--- config.mk ---
export PLATFORM = sky130hd
export DESIGN_NAME = xc_sha256_msched
export DESIGN_NICKNAME = d
export VERILOG_FILES = /design/src/rtl/xc_sha256_msched_pkg.sv /design/src/rtl/xc_sha256.sv /design/src/rtl/xc_sha256_msched.sv
export SDC_FILE = /design/constraint.sdc
export NUM_CORES = 1
export LEC_CHECK = 0
export CAP_MARGIN = 25
export CORE_MARGIN = 2
export CORE_UTILIZATION = 56
export DETAILED_ROUTE_END_ITERATION = 8
export PLACE_DENSITY = 0.77
export SYNTH_ARGS = -nofsm -noshare
export SYNTH_HDL_FRONTEND = slang
export SYNTH_SLANG_ARGS = --single-unit
--- constraint.sdc ---
create_clock -name g_clk -period 3.7 [get_ports g_clk]
set_input_delay 0.74 -clock g_clk [delete_from_list [all_inputs] [get_ports g_clk]]
set_output_delay 0.74 -clock g_clk [all_outputs]
set_load 0.05 [all_outputs]
--- src/rtl/xc_sha256_msched_pkg.sv ---
// rtl/xc_sha256_msched_pkg.sv - shared SHA-256 constants and schedule state encoding
package xc_sha256_msched_pkg;

  localparam int SHA256_BLOCK_WORDS = 16;
  localparam int SHA256_SCHED_WORDS = 64;

  typedef enum logic {
    ST_LOAD = 1'b0,
    ST_EMIT = 1'b1
  } msched_state_t;

  // Select codes for the xc_sha256 transform block.
  localparam logic [1:0] SS_SIG0  = 2'b00;
  localparam logic [1:0] SS_SIG1  = 2'b01;
  localparam logic [1:0] SS_BSIG0 = 2'b10;
  localparam logic [1:0] SS_BSIG1 = 2'b11;

endpackage

--- src/rtl/xc_sha256.sv ---
// rtl/xc_sha256.sv - SHA-256 rotate/shift transform: sigma0, sigma1, Sigma0, Sigma1
import xc_sha256_msched_pkg::*;

module xc_sha256 (
  input  logic [31:0] rs1,
  input  logic [1:0]  ss,
  output logic [31:0] result
);

  logic [31:0] sig0;
  logic [31:0] sig1;
  logic [31:0] bsig0;
  logic [31:0] bsig1;

  assign sig0  = {rs1[6:0],  rs1[31:7]}  ^ {rs1[17:0], rs1[31:18]} ^ {3'b000, rs1[31:3]};
  assign sig1  = {rs1[16:0], rs1[31:17]} ^ {rs1[18:0], rs1[31:19]} ^ {10'b0, rs1[31:10]};
  assign bsig0 = {rs1[1:0],  rs1[31:2]}  ^ {rs1[12:0], rs1[31:13]} ^ {rs1[21:0], rs1[31:22]};
  assign bsig1 = {rs1[5:0],  rs1[31:6]}  ^ {rs1[10:0], rs1[31:11]} ^ {rs1[24:0], rs1[31:25]};

  always_comb begin
    result = sig0;
    case (ss)
      SS_SIG0:  result = sig0;
      SS_SIG1:  result = sig1;
      SS_BSIG0: result = bsig0;
      SS_BSIG1: result = bsig1;
      default:  result = sig0;
    endcase
  end

endmodule

--- src/rtl/xc_sha256_msched.sv ---
// rtl/xc_sha256_msched.sv - SHA-256 message schedule: loads 16 words, streams W[0..63]
import xc_sha256_msched_pkg::*;

module xc_sha256_msched (
  input  logic        g_clk,
  input  logic        g_reset,
  input  logic        abort,
  input  logic        in_valid,
  output logic        in_ready,
  input  logic [31:0] in_data,
  output logic        out_valid,
  input  logic        out_ready,
  output logic [31:0] out_data,
  output logic [5:0]  out_idx,
  output logic        out_last,
  output logic        busy
);

  localparam logic [3:0] LAST_LOAD = 4'(SHA256_BLOCK_WORDS - 1);
  localparam logic [5:0] LAST_EMIT = 6'(SHA256_SCHED_WORDS - 1);

  msched_state_t state;
  msched_state_t state_nxt;
  logic [3:0]    lcnt;
  logic [5:0]    ecnt;
  logic [31:0]   win [SHA256_BLOCK_WORDS];
  logic [31:0]   sig0_w1;
  logic [31:0]   sig1_w14;
  logic [31:0]   w_next;
  logic          in_xfer;
  logic          out_xfer;

  xc_sha256 u_sig0 (
    .rs1    (win[1]),
    .ss     (SS_SIG0),
    .result (sig0_w1)
  );

  xc_sha256 u_sig1 (
    .rs1    (win[14]),
    .ss     (SS_SIG1),
    .result (sig1_w14)
  );

  assign w_next    = sig1_w14 + win[9] + sig0_w1 + win[0];

  assign in_ready  = (state == ST_LOAD);
  assign out_valid = (state == ST_EMIT);
  assign out_data  = win[0];
  assign out_idx   = ecnt;
  assign out_last  = out_valid && (ecnt == LAST_EMIT);
  assign busy      = (state == ST_EMIT) || (lcnt != 4'd0);

  // Abort suppresses both transfers, so nothing is stored or advanced that cycle.
  assign in_xfer   = in_valid && in_ready && !abort;
  assign out_xfer  = out_valid && out_ready && !abort;

  always_ff @(posedge g_clk) begin
    if (g_reset) state <= ST_LOAD;
    else         state <= state_nxt;
  end

  always_comb begin
    state_nxt = state;
    if (abort) begin
      state_nxt = ST_LOAD;
    end else begin
      case (state)
        ST_LOAD: if (in_xfer && lcnt == LAST_LOAD) state_nxt = ST_EMIT;
        ST_EMIT: if (out_xfer && ecnt == LAST_EMIT) state_nxt = ST_LOAD;
        default: state_nxt = ST_LOAD;
      endcase
    end
  end

  always_ff @(posedge g_clk) begin
    if (g_reset || abort) begin
      lcnt <= 4'd0;
      ecnt <= 6'd0;
    end else begin
      if (in_xfer) begin
        lcnt <= lcnt + 4'd1;
        if (lcnt == LAST_LOAD) ecnt <= 6'd0;
      end
      if (out_xfer) ecnt <= ecnt + 6'd1;
    end
  end

  // Window carries no reset; its contents only matter once a full block is loaded.
  always_ff @(posedge g_clk) begin
    if (!g_reset) begin
      if (in_xfer) begin
        win[lcnt] <= in_data;
      end else if (out_xfer) begin
        for (int i = 0; i < SHA256_BLOCK_WORDS - 1; i++) win[i] <= win[i+1];
        win[SHA256_BLOCK_WORDS-1] <= w_next;
      end
    end
  end

endmodule

==> flow_summary.yaml, run 1 <==
synthesis:
  ys_warn_count: 0
  synth-edff-count: 512
  ys_top_cells_by_area: "edfxtp_1 (62%), nand2_1 (16%), fa_1 (5.0%), xnor2_1 (4.2%), inv_1 (2.2%)"
  synth_area_um2: 24980
  synth-seq-cells: 523
  syn_nets: 2444
  yosysMostFrequentCell: "nand2_1"
  yosysTopAreaCellShare_pct: 61.56
  ys_seq_area_share_pct: 62.44
  syn_inst: 2309
  synth_top_cells_by_count: "nand2_1 (1057), edfxtp_1 (512), inv_1 (146), xnor2_1 (121), fa_1 (62)"
  synthFlopType: "edfxtp_1"
  yosysUniqueCellTypes: 57
  async_flop_share_pct: 0
  yosys.area.top_type: "edfxtp_1"
  syn_area_per_cell_um2: 10.82
sta:
  max_slew_margin_pct: 39.54
  worst_pin_slew_ns: 0.9035
  setup_viol: 20
  hold_violations: 0
  drv_slew: 0
  fmax_mhz: 245.3
  fin_worst_skew_ns: 0.01200
  rsz0062_at_grt: "yes"
  min_period_ns: 4.076
  setup_slack_ns: -0.3764
  fin_crit_sh_pct: 110.2
setup_path:
  crit_path_start_kind: "register"
  crit_required_ns: 4.03
  crit_type: "reg2reg"
  cp-end-kind: "register"
  worstPathArrival_ns: 4.40
  critPathMaxFanout: 5
floorplan:
  die_h_um: 215.2
  rows: 77
  die-area_um2: 46300
  ioPinCount: 79
  start_util_pct: 56.60
  die_x_um: 215.2
  core_um2: 44120
run:
  cap_violations: 0
final_layout:
  stdcell_area_um2: 31050
  layout-drive-gt1-share_pct: 18.51
  syn2layout_area_growth_pct: 24.32
  fin_cells: 3256
  layout.nets: 2762
  n_antenna_cell: 0
route:
  ant_nets: 0
  drc_errors: 0
  wire_per_inst_um: 22.05
  wl_mm: 71.81
  vias: 18146
  drt_iter0_drc: 2095
  dr.pass1.iters: 6
  vias_per_cell: 5.573
clocking:
  cts_buffers: 53
  cts_tree: "built"
  clk_latency_ns: 0.61
  clkTransAtPathRegs_ns: 0.06
  htreeDepth: 2
  cts_sinks: 523
  clockRootBuffer: "clkbuf_16"
  cts_hold_buf: 0
  clk_path_buf_depth: 3
pwr:
  cellLeakagePower_nw: 12.14
  pwr_density_cell_nw_per_um2: 402.5
  p_seq_share_pct: 52.2
  comb_power_share_pct: 6.5
  clkPwrFrac_pct: 41.3
  sw_frac_of_total_pct: 21.93
  ir_worst_vdd_uv: 316.4
  intPower_mw: 9.757
  switchingPower_mw: 2.741
place:
  port_buffers: 78
  dp_worst_setup_slack_ns: -0.5272
  gp_congestion: 1.028
  dp.cells: 3132
  postPlaceCellArea_um2: 28380
  dpl.hpwl_mm: 49.83
grt:
  grt_max_degree: 52
  grt_pass1_vias: 18071
  grt_first_pass_wirelength_mm: 108.6
  gr-total-overflow: 0
  grt_antenna_before_repair: 1
  grt_usage_pct: 31.54
run_status:
  violations: "setup timing"
  status: "finished with violations"
min_path:
  hold_path.class: "reg2reg"
-- flip-flops by register name, indices dropped and copies added (netlist names) --
register / count
win: 512
out_idx: 6
lcnt: 4
out_valid: 1
-- through the flow --
stage | util (%) | setup TNS (ns) | total power, mW | hold slack (ns)
6_report | 70.37 | -4.371 | 12.50 | 0.5031
5_1_grt | 70.37 | -8.107 | 12.82 | 0.5265
4_1_cts | 69.55 | -3.712 | 12.49 | 0.5015
3_5_place_dp | 64.32 | -7.118 | 7.364 | 0.4905
3_3_place_gp | 64.32 | -6.358 | 7.342 | 0.4766
2_1_floorplan | - | -0.08528 | 7.042 | 0.4924
-- layer usage --
metal	part of all wire (%)	track usage, %
met4	3.8	12.69
met5	0	0
met2	47	50.63
met3	8.3	4.671
met1	40	43.68
-- power by group through the flow --
| stage | combinational, mW | clock [mW] | sequential (mW) |
|---|---|---|---|
| after global placement | 0.690 | 0 | 6.65 |
| after CTS | 0.767 | 5.20 | 6.52 |
| after detailed placement | 0.713 | 0 | 6.65 |
| after global routing | 0.887 | 5.41 | 6.52 |
| after floorplan | 0.362 | 0 | 6.68 |
| final | 0.812 | 5.16 | 6.52 |
-- kinds of logic after synthesis --
group | share of synthesized area (%)
and+or+nand+nor | 17.99
DFF | 62.44
buffers and inverters | 4.098
xor gates and xnor gates | 5.050
AOI/OAI and AO/OA | 3.442
adders and majority gates | 6.773
muxes | 0.2054
-- path summary, 6_finish.rpt --
| path | cells after the start | slack [ns] | start | endpoint |
|---|---|---|---|---|
| hold / removal | 1 | 0.50 | out_idx[5] | out_idx[5] |
| setup reg to reg | 17 | -0.38 | win[1][8] | win[15][30] |
| hold reg to reg | 1 | 0.50 | out_idx[5] | out_idx[5] |
| setup / recovery | 17 | -0.38 | win[1][8] | win[15][30] |
-- timing repair --
| action | CTS | global route |
|---|---|---|
| buffers inserted | 27 | 11 |
| setup endpoints to repair | 24 | 24 |
| gates resized for setup | 86 | 57 |
| pin swaps | 37 | 23 |
| cloned | 0 | 0 |
-- worst max-delay path, stage by stage (launching register included) --
cell and delay [ns]:
edfxtp_1 0.42, buf_4 0.16, xnor2_2 0.13, xnor2_2 0.14, fa_1 0.49, inv_1 0.05
fa_1 0.48, inv_1 0.06, ha_4 0.27, buf_6 0.12, nand4b_1 0.23, a211oi_4 0.43
buf_4 0.19, a211oi_4 0.06, buf_12 0.15, a21oi_4 0.12, mux2i_1 0.19, nand3_1 0.09
-- cell usage in the layout (no fill, tap or decap), types with 26 or more instances in the layout --
| cell | instances |
|---|---|
| buf_12 | 26 |
| buf_4 | 259 |
| clkbuf_16 | 53 |
| clkdlybuf4s50_1 | 78 |
| edfxtp_1 | 512 |
| fa_1 | 60 |
| inv_1 | 140 |
| nand2_1 | 1044 |
| nor2_1 | 32 |
| xnor2_1 | 90 |
| xnor2_2 | 27 |
-- area by class of cell --
class,count,area (µm²)
inverters,146,548.0
clock inverters,22,205.2
fillers,3105,13080
clock buffers,70,1420
well taps,592,740.7
flip-flops and latches,523,15600
multi-input cells,1531,9194
repair buffers,372,3347
No activity file was read; power rests on OpenSTA's default activity.
==> run 2: changes to the inputs <==
Settings changed: RECOVER_POWER set to 25.
==> run 2 against run 1 <==
  * The flow still finishes with violations (setup timing)
  * Global-route usage did not move
  * Via count shrank 0.33%
  * Setup slack better by 0.015 ns
  * Largest power group unchanged
  * Highest routed layer unchanged
==> flow_summary.yaml, run 2 (same netlist as run 1, synthesis figures left out) <==
run_status:
  status: "finished with violations"
  violations: "setup timing"
clocking:
  cts_sinks: 523
  htreeDepth: 2
  cts_buffers: 53
  clkTransAtPathRegs_ns: 0.06
  cts_hold_buf: 0
  clk_latency_ns: 0.61
  clockRootBuffer: "clkbuf_16"
  clk_path_buf_depth: 3
  cts_tree: "built"
final_layout:
  final_common_cell: "nand2_1"
  n_antenna_cell: 0
  layout.nets: 2762
  layout_common_cells: "nand2_1 (1044), edfxtp_1 (512), buf_4 (246)"
  syn2layout_area_growth_pct: 23.53
  nFillCells: 3138
  layout-drive-gt1-share_pct: 18.09
  largest_reg_flops: 512
  top_register: "win"
pwr:
  sw_frac_of_total_pct: 21.92
  clkPwrFrac_pct: 41.3
  comb_power_share_pct: 6.5
  p_seq_share_pct: 52.2
  cellLeakagePower_nw: 12.06
  ir_worst_vdd_uv: 324.8
  switchingPower_mw: 2.738
  pwr_density_cell_nw_per_um2: 405.0
  total_power_mw: 12.49
  intPower_mw: 9.756
route:
  vias: 18086
  wl_mm: 71.83
  drt_iter0_drc: 2075
  vias_per_cell: 5.555
  ant_nets: 0
  wire_per_inst_um: 22.06
  dr.pass1.iters: 9
  drc_errors: 0
sta:
  setup_tns_ns: -4.305
  setup_slack_ns: -0.3609
  drv_slew: 0
  rsz0062_at_grt: "yes"
  hold_violations: 0
  max_slew_margin_pct: 14.84
  fin_worst_skew_ns: 0.01403
  timing.hold.ws_ns: 0.5019
  fmax_mhz: 246.2
  fin_crit_sh_pct: 109.8
  worst_pin_slew_ns: 1.277
  min_period_ns: 4.061
  setup_viol: 20
setup_path:
  worstPathArrival_ns: 4.39
  critPathSlowestCell: "fa_1"
  critPathBufInv: 5
  crit_required_ns: 4.03
  critPathMaxFanout: 4
  cp-end-kind: "register"
  cp_cell_sequence: "buf_4 > xnor2_2 > xnor2_2 > fa_1 > inv_1 > fa_1 > inv_1 > ha_4 > buf_6 > nand4b_1 > a211oi_4 > o41ai_4 > buf_6 > a211oi_4 > mux2i_1 > nand3_1"
  crit_type: "reg2reg"
  cpPeakStageDelay_ns: 0.49
  crit_path_start_kind: "register"
  crit_family: "adder cells"
place:
  dp_worst_setup_slack_ns: -0.5272
  dpl.hpwl_mm: 49.83
  port_buffers: 78
  gp_congestion: 1.028
floorplan:
  rows: 77
  die_h_um: 215.2
  ioPinCount: 79
  start_util_pct: 56.60
  die_x_um: 215.2
  die-area_um2: 46300
  core_um2: 44120
grt:
  top_usage_layer: "met2"
  gr-usage-met1_pct: 43.68
  gr-total-overflow: 0
  grt_usage_pct: 31.54
  use_met2_pct: 50.63
  grt_antenna_before_repair: 1
  met3_usage_pct: 4.671
  grt_max_degree: 52
  grt_pass1_vias: 18071
  grt_first_pass_wirelength_mm: 108.6
min_path:
  hold_path.class: "reg2reg"
run:
  cap_violations: 0
[run 2: changes by cell type in the layout (fill, tap and decap cells not counted), sizes merged]
cell,before,now
buf,294,272
clkdlybuf4s50,78,77
dlygate4sd3,0,1
clkbuf,70,92
[run 2: per-stage QoR]
stage / area, µm² / instances / utilization [%]
2_1_floorplan: 24990 / 2309 / -
3_3_place_gp: 28380 / 3132 / 64.32
3_5_place_dp: 28380 / 3132 / 64.32
4_1_cts: 30690 / 3246 / 69.55
5_1_grt: 30850 / 3256 / 69.92
6_report: 30850 / 3256 / 69.92
[run 2: power by group through the flow]
| stage | Sequential (mW) | Clock [mW] | Combinational, mW |
|---|---|---|---|
| 2_1_floorplan | 6.68 | 0 | 0.362 |
| 4_1_cts | 6.52 | 5.20 | 0.767 |
| 6_report | 6.52 | 5.16 | 0.811 |
| 3_3_place_gp | 6.65 | 0 | 0.690 |
| 5_1_grt | 6.52 | 5.41 | 0.886 |
| 3_5_place_dp | 6.65 | 0 | 0.713 |
[run 2: final timing paths]
kind	to	cells after the start	start	slack [ns]
hold reg to reg	out_idx[5]	1	out_idx[5]	0.50
setup reg to reg	win[15][28]	16	win[1][8]	-0.36
setup / recovery	win[15][28]	16	win[1][8]	-0.36
hold / removal	out_idx[5]	1	out_idx[5]	0.50
[run 2: final cells by class]
type | instances | area (µm²) | share of cell area, %
inverters | 146 | 548.0 | 1.776
clock buffers | 70 | 1420 | 4.603
repair buffers | 372 | 3162 | 10.25
well taps | 592 | 740.7 | 2.401
flip-flops and latches | 523 | 15600 | 50.55
multi-input cells | 1531 | 9181 | 29.76
clock inverters | 22 | 205.2 | 0.6651
[run 2: timing repair]
item / 4_1_cts / 5_1_grt
resized for setup: 86 / 57
setup buffers: 27 / 11
setup endpoints to repair: 24 / 24
cloned: 0 / 0
pin swaps: 37 / 23
[run 2: routing by layer]
| metal | wire length (µm) | vias up |
|---|---|---|
| met5 | 0 | - |
| met4 | 2743 | 0 |
| met3 | 6040 | 150 |
| met2 | 33950 | 849 |
| met1 | 29100 | 8902 |
| li1 | - | 8185 |
